[config.mk]
export PLATFORM = sky130hd
export DESIGN_NAME = traffic_light_ctrl_flat
export DESIGN_NICKNAME = d
export VERILOG_FILES = /design/src/rtl/traffic_light_ctrl_pkg.sv /design/src/rtl/traffic_light_ctrl_if.sv /design/src/rtl/traffic_light_ctrl_phase_timer.sv /design/src/rtl/traffic_light_ctrl.sv /design/src/flat_wrapper.sv
export SDC_FILE = /design/constraint.sdc
export NUM_CORES = 1
export LEC_CHECK = 0
export CORE_MARGIN = 8
export CORE_UTILIZATION = 50
export CTS_BUF_LIST = sky130_fd_sc_hd__clkbuf_8
export DETAILED_ROUTE_END_ITERATION = 10
export PLACE_DENSITY = 0.8
export REMOVE_ABC_BUFFERS = 1
export SLEW_MARGIN = 20
export SYNTH_ARGS = -nofsm -noshare
export SYNTH_HDL_FRONTEND = slang
export SYNTH_SLANG_ARGS = --single-unit
[constraint.sdc]
create_clock -name clk -period 3.41 [get_ports clk]
set_input_delay 0.682 -clock clk [delete_from_list [all_inputs] [get_ports clk]]
set_output_delay 0.682 -clock clk [all_outputs]
set_load 0.02 [all_outputs]
[src/rtl/traffic_light_ctrl_pkg.sv]
// ============================================================================
// Module : traffic_light_pkg
// Brief  : State encoding and default phase timing for traffic_light_ctrl.
// Rev    : 1.0  initial release
// ============================================================================
`default_nettype none

package traffic_light_pkg;

    localparam int STATE_W        = 3;
    localparam int CNT_W_DEF      = 12;
    localparam int LONG_TIME_DEF  = 10;
    localparam int SHORT_TIME_DEF = 5;

    typedef enum logic [STATE_W-1:0] {
        HWY_GREEN   = 3'd0,
        HWY_YELLOW  = 3'd1,
        FARM_GREEN  = 3'd2,
        FARM_YELLOW = 3'd3,
        FLASH       = 3'd4
    } tl_state_t;

endpackage : traffic_light_pkg

`default_nettype wire

[src/rtl/traffic_light_ctrl_if.sv]
// ============================================================================
// Module : traffic_light_ctrl_if
// Brief  : Sensor/request inputs and lamp/debug outputs of the controller.
// Rev    : 1.0  initial release
// ============================================================================
`default_nettype none

interface traffic_light_ctrl_if;
    import traffic_light_pkg::*;

    logic               start;
    logic               c;
    logic               ped_req;
    logic               HG, HY, HR;
    logic               FG, FY, FR;
    logic               WALK;
    logic [STATE_W-1:0] state;

    modport master (
        output start, c, ped_req,
        input  HG, HY, HR, FG, FY, FR, WALK, state
    );

    modport slave (
        input  start, c, ped_req,
        output HG, HY, HR, FG, FY, FR, WALK, state
    );
endinterface : traffic_light_ctrl_if

`default_nettype wire

[src/rtl/traffic_light_ctrl_phase_timer.sv]
// ============================================================================
// Module : phase_timer
// Brief  : Loadable down-counter that saturates at zero; done when zero.
// Rev    : 1.0  initial release
// ============================================================================
`default_nettype none

module phase_timer #(
    parameter int               CNT_W     = 12,
    parameter logic [CNT_W-1:0] RST_VALUE = '0
) (
    input  wire logic             clk,
    input  wire logic             reset,
    input  wire logic             i_load,
    input  wire logic [CNT_W-1:0] i_load_value,
    output logic                  o_done
);

    logic [CNT_W-1:0] r_count;

    always_ff @(posedge clk or negedge reset) begin
        if (!reset) begin
            r_count <= RST_VALUE;
        end else if (i_load) begin
            r_count <= i_load_value;
        end else if (r_count != '0) begin
            r_count <= r_count - 1'b1;
        end
    end

    assign o_done = (r_count == '0);

endmodule : phase_timer

`default_nettype wire

[src/rtl/traffic_light_ctrl.sv]
// ============================================================================
// Module : traffic_light_ctrl
// Brief  : Highway/farm-road light controller with pedestrian walk and flash.
// Rev    : 1.0  initial release
// ============================================================================
`default_nettype none

module traffic_light_ctrl
    import traffic_light_pkg::*;
#(
    parameter int CNT_W      = CNT_W_DEF,
    parameter int LONG_TIME  = LONG_TIME_DEF,
    parameter int SHORT_TIME = SHORT_TIME_DEF
) (
    input  wire logic            clk,
    input  wire logic            reset,
    traffic_light_ctrl_if.slave  bus
);

    localparam logic [CNT_W-1:0] c_LONG_LOAD  = CNT_W'(LONG_TIME - 1);
    localparam logic [CNT_W-1:0] c_SHORT_LOAD = CNT_W'(SHORT_TIME - 1);

    generate
        if (SHORT_TIME < 1 || LONG_TIME < 1 ||
            longint'(SHORT_TIME) > (longint'(1) << CNT_W) ||
            longint'(LONG_TIME)  > (longint'(1) << CNT_W)) begin : g_param_err
            $error("traffic_light_ctrl: phase durations out of range for CNT_W");
        end
    endgenerate

    tl_state_t        r_state, w_next_state;
    logic             r_ped_pending, w_ped_next;
    logic             r_walk, w_walk_next;
    logic             r_flash_phase, w_flash_next;
    logic             w_load;
    logic [CNT_W-1:0] w_load_value;
    logic             w_done;

    phase_timer #(
        .CNT_W     (CNT_W),
        .RST_VALUE (c_LONG_LOAD)
    ) u_phase_timer (
        .clk          (clk),
        .reset        (reset),
        .i_load       (w_load),
        .i_load_value (w_load_value),
        .o_done       (w_done)
    );

    always_ff @(posedge clk or negedge reset) begin
        if (!reset) begin
            r_state       <= HWY_GREEN;
            r_ped_pending <= 1'b0;
            r_walk        <= 1'b0;
            r_flash_phase <= 1'b0;
        end else begin
            r_state       <= w_next_state;
            r_ped_pending <= w_ped_next;
            r_walk        <= w_walk_next;
            r_flash_phase <= w_flash_next;
        end
    end

    always_comb begin
        w_next_state = r_state;
        w_load       = 1'b0;
        w_load_value = c_LONG_LOAD;
        w_walk_next  = r_walk;
        w_flash_next = r_flash_phase;
        w_ped_next   = r_ped_pending | (bus.ped_req && (r_state != FLASH));

        if (!bus.start && (r_state != FLASH)) begin
            w_next_state = FLASH;
            w_load       = 1'b1;
            w_load_value = c_SHORT_LOAD;
            w_flash_next = 1'b0;
            w_walk_next  = 1'b0;
            w_ped_next   = 1'b0;
        end else begin
            case (r_state)
                HWY_GREEN: begin
                    if (w_done && (bus.c || r_ped_pending)) begin
                        w_next_state = HWY_YELLOW;
                        w_load       = 1'b1;
                        w_load_value = c_SHORT_LOAD;
                    end
                end
                HWY_YELLOW: begin
                    // A request landing on the transfer cycle is served by this farm phase.
                    if (w_done) begin
                        w_next_state = FARM_GREEN;
                        w_load       = 1'b1;
                        w_load_value = c_LONG_LOAD;
                        w_walk_next  = r_ped_pending | bus.ped_req;
                        w_ped_next   = 1'b0;
                    end
                end
                FARM_GREEN: begin
                    if (w_done || (!bus.c && !r_walk)) begin
                        w_next_state = FARM_YELLOW;
                        w_load       = 1'b1;
                        w_load_value = c_SHORT_LOAD;
                    end
                end
                FARM_YELLOW: begin
                    if (w_done) begin
                        w_next_state = HWY_GREEN;
                        w_load       = 1'b1;
                        w_load_value = c_LONG_LOAD;
                        w_walk_next  = 1'b0;
                    end
                end
                FLASH: begin
                    if (bus.start) begin
                        w_next_state = HWY_GREEN;
                        w_load       = 1'b1;
                        w_load_value = c_LONG_LOAD;
                        w_flash_next = 1'b0;
                    end else if (w_done) begin
                        w_flash_next = ~r_flash_phase;
                        w_load       = 1'b1;
                        w_load_value = c_SHORT_LOAD;
                    end
                end
                default: begin
                    w_next_state = HWY_GREEN;
                    w_load       = 1'b1;
                    w_load_value = c_LONG_LOAD;
                end
            endcase
        end
    end

    always_comb begin
        bus.HG   = 1'b0;
        bus.HY   = 1'b0;
        bus.HR   = 1'b0;
        bus.FG   = 1'b0;
        bus.FY   = 1'b0;
        bus.FR   = 1'b0;
        bus.WALK = 1'b0;
        case (r_state)
            HWY_GREEN:   begin bus.HG = 1'b1; bus.FR = 1'b1; end
            HWY_YELLOW:  begin bus.HY = 1'b1; bus.FR = 1'b1; end
            FARM_GREEN:  begin bus.HR = 1'b1; bus.FG = 1'b1; bus.WALK = r_walk; end
            FARM_YELLOW: begin bus.HR = 1'b1; bus.FY = 1'b1; end
            FLASH:       begin bus.HY = r_flash_phase; bus.FR = 1'b1; end
            default:     begin bus.HG = 1'b1; bus.FR = 1'b1; end
        endcase
    end

    assign bus.state = r_state;

endmodule : traffic_light_ctrl

`default_nettype wire

[src/flat_wrapper.sv]
// flat-port wrapper written by rule: the top's interface ports become plain ports
module traffic_light_ctrl_flat import traffic_light_pkg::*;
#(
    parameter int CNT_W      = CNT_W_DEF,
    parameter int LONG_TIME  = LONG_TIME_DEF,
    parameter int SHORT_TIME = SHORT_TIME_DEF
)
  (clk, reset, bus_start, bus_c, bus_ped_req, bus_HG, bus_HY, bus_HR, bus_FG, bus_FY, bus_FR, bus_WALK, bus_state);
  traffic_light_ctrl_if bus_i ();
  input  wire logic clk;
  input  wire logic reset;
  input wire logic [$bits(bus_i.start)-1:0] bus_start;
  input wire logic [$bits(bus_i.c)-1:0] bus_c;
  input wire logic [$bits(bus_i.ped_req)-1:0] bus_ped_req;
  output wire logic [$bits(bus_i.HG)-1:0] bus_HG;
  output wire logic [$bits(bus_i.HY)-1:0] bus_HY;
  output wire logic [$bits(bus_i.HR)-1:0] bus_HR;
  output wire logic [$bits(bus_i.FG)-1:0] bus_FG;
  output wire logic [$bits(bus_i.FY)-1:0] bus_FY;
  output wire logic [$bits(bus_i.FR)-1:0] bus_FR;
  output wire logic [$bits(bus_i.WALK)-1:0] bus_WALK;
  output wire logic [$bits(bus_i.state)-1:0] bus_state;
  assign bus_i.start = bus_start;
  assign bus_i.c = bus_c;
  assign bus_i.ped_req = bus_ped_req;
  assign bus_HG = bus_i.HG;
  assign bus_HY = bus_i.HY;
  assign bus_HR = bus_i.HR;
  assign bus_FG = bus_i.FG;
  assign bus_FY = bus_i.FY;
  assign bus_FR = bus_i.FR;
  assign bus_WALK = bus_i.WALK;
  assign bus_state = bus_i.state;
  traffic_light_ctrl #(.CNT_W(CNT_W), .LONG_TIME(LONG_TIME), .SHORT_TIME(SHORT_TIME)) u_core (.clk(clk), .reset(reset), .bus(bus_i));
endmodule
# --- Word level (Yosys, flattened, before mapping) ---
# Index checks and enable logic that the tools add are counted.
word_totals:
  out_inout_bits: 10
  ff_bits: 18
classes:
  reduce_logical: 22
  n_addsub: 1
  mux: 39
  n_bitwise: 3
  n_eq_ne: 10
op_table:
  columns: ["op", "count"]
  rows:
  - ["$mux 12", 4]
  - ["$pmux 12 s3", 1]
  - ["$mux 1", 21]
  - ["$mux 3", 6]
  - ["$pmux 3 s5", 1]
  - ["$logic_not 12->1", 1]
  - ["$mux 4", 3]
  - ["$ne 3x1->1 const B", 4]
  - ["$reduce_bool 12->1", 1]
  - ["$sub 12x1->12 const B", 1]
  - ["$eq 3x2->1 const B", 2]
  - ["$reduce_bool 3->1", 2]
  - ["$reduce_and 5->1", 1]
  - ["$logic_and 1x1->1", 4]
  - ["$pmux 1 s2", 2]
  - ["$pmux 1 s4", 1]
  - ["$reduce_bool 2->1", 2]
  - ["$reduce_or 2->1", 2]
  - ["$reduce_or 4->1", 1]
  - ["$eq 3x1->1 const B", 1]
  - ["$eq 3x3->1 const B", 1]
  - ["$logic_not 1->1", 3]
  - ["$logic_not 3->1", 1]
  - ["$ne 3x2->1 const B", 1]
  - ["other kinds (6)", 8]

# --- Logic depth before layout (Yosys ltp) ---
depth:
  depth_word: 7
  ltp_mapped: 6

# --- Modules after synthesis ---
# Synthesis repeated with hierarchy kept, for this count alone.
unflattened:
  hier_cells: 134
  hier_area_um2: 1271.2
modules_own_cells:
  columns: ["module", "area_each_um2", "n_inst", "cells_each", "seq_area_each_um2"]
  rows:
  - ["phase_timer", 733.2, 1, 72, 302.8]
  - ["traffic_light_ctrl", 538.0, 1, 62, 150.1]

# --- Worst setup path before layout ---
# Ideal clock, no wire load.
synth_timing:
  path_kind: "reg2out"
  from: "reg u_core.r_state[1], in the netlist u_core.bus.state[1]"
  to: "out bus_FG"
  t_required_ns: 2.728
  arrival_time_ns: 1.784
  stages_incl_launch_ff: 6
  path_slack_ns: 0.944
  path_cell_list: "dfrtp_1 > clkbuf_1 > inv_1 > nor2_1 > inv_1 > nor2_1"
synth_between:
  elab_chain_len: 2
synth_rtl:
  columns: ["item", "line", "text"]
  rows:
  - ["start, declared", "traffic_light_ctrl.sv:31", "tl_state_t r_state, w_next_state;"]
  - ["start signal, assigned", "traffic_light_ctrl.sv:57", "r_state <= w_next_state;"]
  - ["$eq 3x2->1", "traffic_light_ctrl.sv:142", "case (r_state)"]
  - ["$mux 1", "traffic_light_ctrl.sv:142", null]
  - ["end, declared", "flat_wrapper.sv:18", "output wire logic [$bits(bus_i.FG)-1:0] bus_FG;"]
# No other way between the ends.

# --- Worst setup path after layout ---
# Same ends and word-level chain as after synthesis.

==> flow_summary_export.csv <==
group,metric,value,unit
outcome,outcome,"finished clean",
timing,fin_ws,0.770,ns
timing,hold_violations,0,
cts,holdBufCountCts,0,
timing,drv_slew,0,
place,port_buffers,14,
grt,grt_busiest_layer,"met2",
critical_path,crit_slowest_cell,"clkdlybuf4s50_1",
grt,use_met1,0.173,
logic_synthesis,synth_area,0.00123,sq mm
grt,grt_use_met3,0.0442,
timing,worstMarginPinSlew,0.809,ns
place,post_dp_cell_area,0.00139,sq mm
hold_path,min-delay-path-class,"register to register",
power,vdd_ir_drop_max,0.421,mV
drt,antenna_left,0,
cts,cts_tree,"done",
critical_path,rrSetupSlack,1.16,ns
logic_synthesis,ys_seq_area_frac,0.367,
critical_path,crit_arrival,1.96,ns
layout,fillerInstances,219,
cts,cts_htree_levels,1,
layout,final_cell_mix,"dfrtp_1, clkdlybuf4s50_1, nor2_1",
cts,clockRootBuffer,"clkbuf_8",
floorplan,coreArea,0.00241,sq mm
drt,viasPerCell,6.56,
timing,rsz0062_at_grt,"no",
logic_synthesis,yosys.area_share.adder,0.0203,
place,dpl.hpwl,2240,microns
logic_synthesis,synth_top_family_by_area,"simple AND/OR/NAND/NOR gates",
grt,grt_pass1_wl,5350,microns
timing,slew_headroom,0.459,
power,power_density,737,mW/mm^2
critical_path,worst-path-buf-inv,3,
drt,wl_per_cell,17.9,microns
layout,fin_cells,172,
drt,drc,0,
logic_synthesis,synthMuxAreaShare,0.0344,
cts,clockBufferDepth,2,
timing,setup-tns-final,0,ns
critical_path,path_max_fanout,10,
cts,clock-sinks,18,
logic_synthesis,synthXorXnorAreaFrac,0.0426,
logic_synthesis,synth_edf_count,0,
layout,fin_area,0.00145,sq mm
cts,clkTransAtPathRegs,0.06,ns
grt,grt_overflow,0,
grt,grtUsageMet2,0.255,
layout,drive_above_1_share,0.134,
critical_path,start_kind,"register",
floorplan,dieArea,0.00432,sq mm
floorplan,ios,15,
timing,post-route-min-period,2.64,ns
logic_synthesis,synth-warning-count,0,
logic_synthesis,synth_area_per_cell,9.50,sq um
timing,period_share,0.774,
drt,firstDrtPassIters,4,
place,dpl_worst_slack,0.817,ns
critical_path,crit_type,"register to output port",
logic_synthesis,ys_ff_latch,18,
cts,post-cts-setup-buffers,0,
floorplan,fp.dieW,65.7,microns
grt,grt_start_max_net_pins,19,
critical_path,worstPathRequired,2.73,ns
floorplan,num_rows,18,
timing,skew,0.00593,ns
floorplan,fp.dieH,65.7,microns
grt,antenna_found_initial,0,
layout,fin_nets,150,
cts,post_cts_resized,0,
grt,grtUsageTotal,0.156,
drt,drt_iter0_drc,55,
logic_synthesis,synth_compound_area_frac,0.205,
drt,routed_wl,3080,microns
timing,holdWs,0.566,ns
critical_path,cpPeakStageDelay,0.61,ns
layout,antenna_cells,0,
floorplan,initial_core_util,0.512,
logic_synthesis,syn_inst,130,
flow_run,drv_cap,0,
logic_synthesis,synth_ff_type,"dfrtp_1",
critical_path,endpoint_kind,"output port",
logic_synthesis,synth.distinct_cells,48,
cts,clock_latency,0.26,ns
timing,timing.fmax,0.379,GHz
logic_synthesis,synthSimpleGateAreaFrac,0.295,
power,p_leak,0.578,nW
place,place.gp.congestion,0.873,
critical_path,cp_cell_sequence,"inv_1 > nor2_1 > inv_1 > nor2_1 > clkdlybuf4s50_1",
drt,vias,1128,
logic_synthesis,async_flop_share,1.00,
cts,cts_buffers,3,
critical_path,path_delay_family,"buffers and inverters",
layout,syn_to_final_growth,17.3,%
place,dp.cells,168,
layout,layout_commonest_cell,"dfrtp_1",
grt,grt_pass1_vias,1169,
timing,setup_viol,0,
[state kept, by name, summed over array words and instances (netlist names)]
signal                        count
u_core.bus.state                  3
u_core.r_flash_phase              1
u_core.r_ped_pending              1
u_core.r_walk                     1
u_core.u_phase_timer.r_count     12
[layout make-up]
type                       instances  area, sq um  share of cell area
inverter                           5         18.8              0.0130
multi-input combinational        100          737               0.509
timing repair buffer              15          148               0.102
tap                               30         37.5              0.0259
sequential                        18          453               0.313
clock buffer                       4         55.1              0.0380
[metal layers]
metal | routed length (microns) | share of wire
met4 | 84 | 0.027
met2 | 1480 | 0.48
met5 | 0 | 0
met1 | 1330 | 0.43
met3 | 192 | 0.062
[synthesized netlist by cell type, drive strengths merged, types with 3 or more instances]
library cell  number  area share
a21oi              5       0.020
o31ai              4       0.024
inv                5       0.015
or4                6       0.040
clkbuf             7       0.021
o21ai              4       0.016
nand2              6       0.018
xnor2              4       0.028
dfrtp             16        0.32
nor2              10       0.030
nor3b              3       0.018
nor3               9       0.045
a211o              3       0.021
nand3              5       0.024
a211oi             6       0.036
[worst register-to-register path, stage by stage, from the launching register on]
cell and delay, ns:
dfrtp_1 0.40, inv_1 0.12, ha_1 0.18, nor4b_4 0.50, a31oi_1 0.20, o32ai_2 0.57, nor3_1 0.13
[kinds of logic after synthesis]
logic type                 after synthesis
and+or+nand+nor                         55
AOI/OAI and AO/OA                       33
DFF                                     18
buffers and inverters                   12
xor gates and xnor gates                 6
muxes                                    4
adders and majority gates                2
[metrics by stage]
stage	power, mW	utilization
after floorplan	0.749	-
after global placement	0.858	0.578
after detailed placement	0.883	0.578
after CTS	1.06	0.601
after global routing	1.14	0.601
final	1.07	0.601
[power breakdown]
group          internal (mW)  switching (mW)  total (mW)
registers              0.275          0.0910       0.366
logic                  0.228           0.299       0.527
clock network          0.103          0.0720       0.175
[path summary, 6_finish.rpt]
path                                                      start                              end  cells past startpoint
worst max-delay path                        u_core.bus.state[1]                           bus_FG                      5
worst min-delay path                              u_core.r_walk                    u_core.r_walk                      1
worst max register to register  u_core.u_phase_timer.r_count[1]  u_core.u_phase_timer.r_count[9]                      6
worst min register to register                    u_core.r_walk                    u_core.r_walk                      1
max in group asynchronous                                 reset  u_core.u_phase_timer.r_count[6]                      1
min in group asynchronous                                 reset  u_core.u_phase_timer.r_count[4]                      1
(Power assumes the default switching activity.)
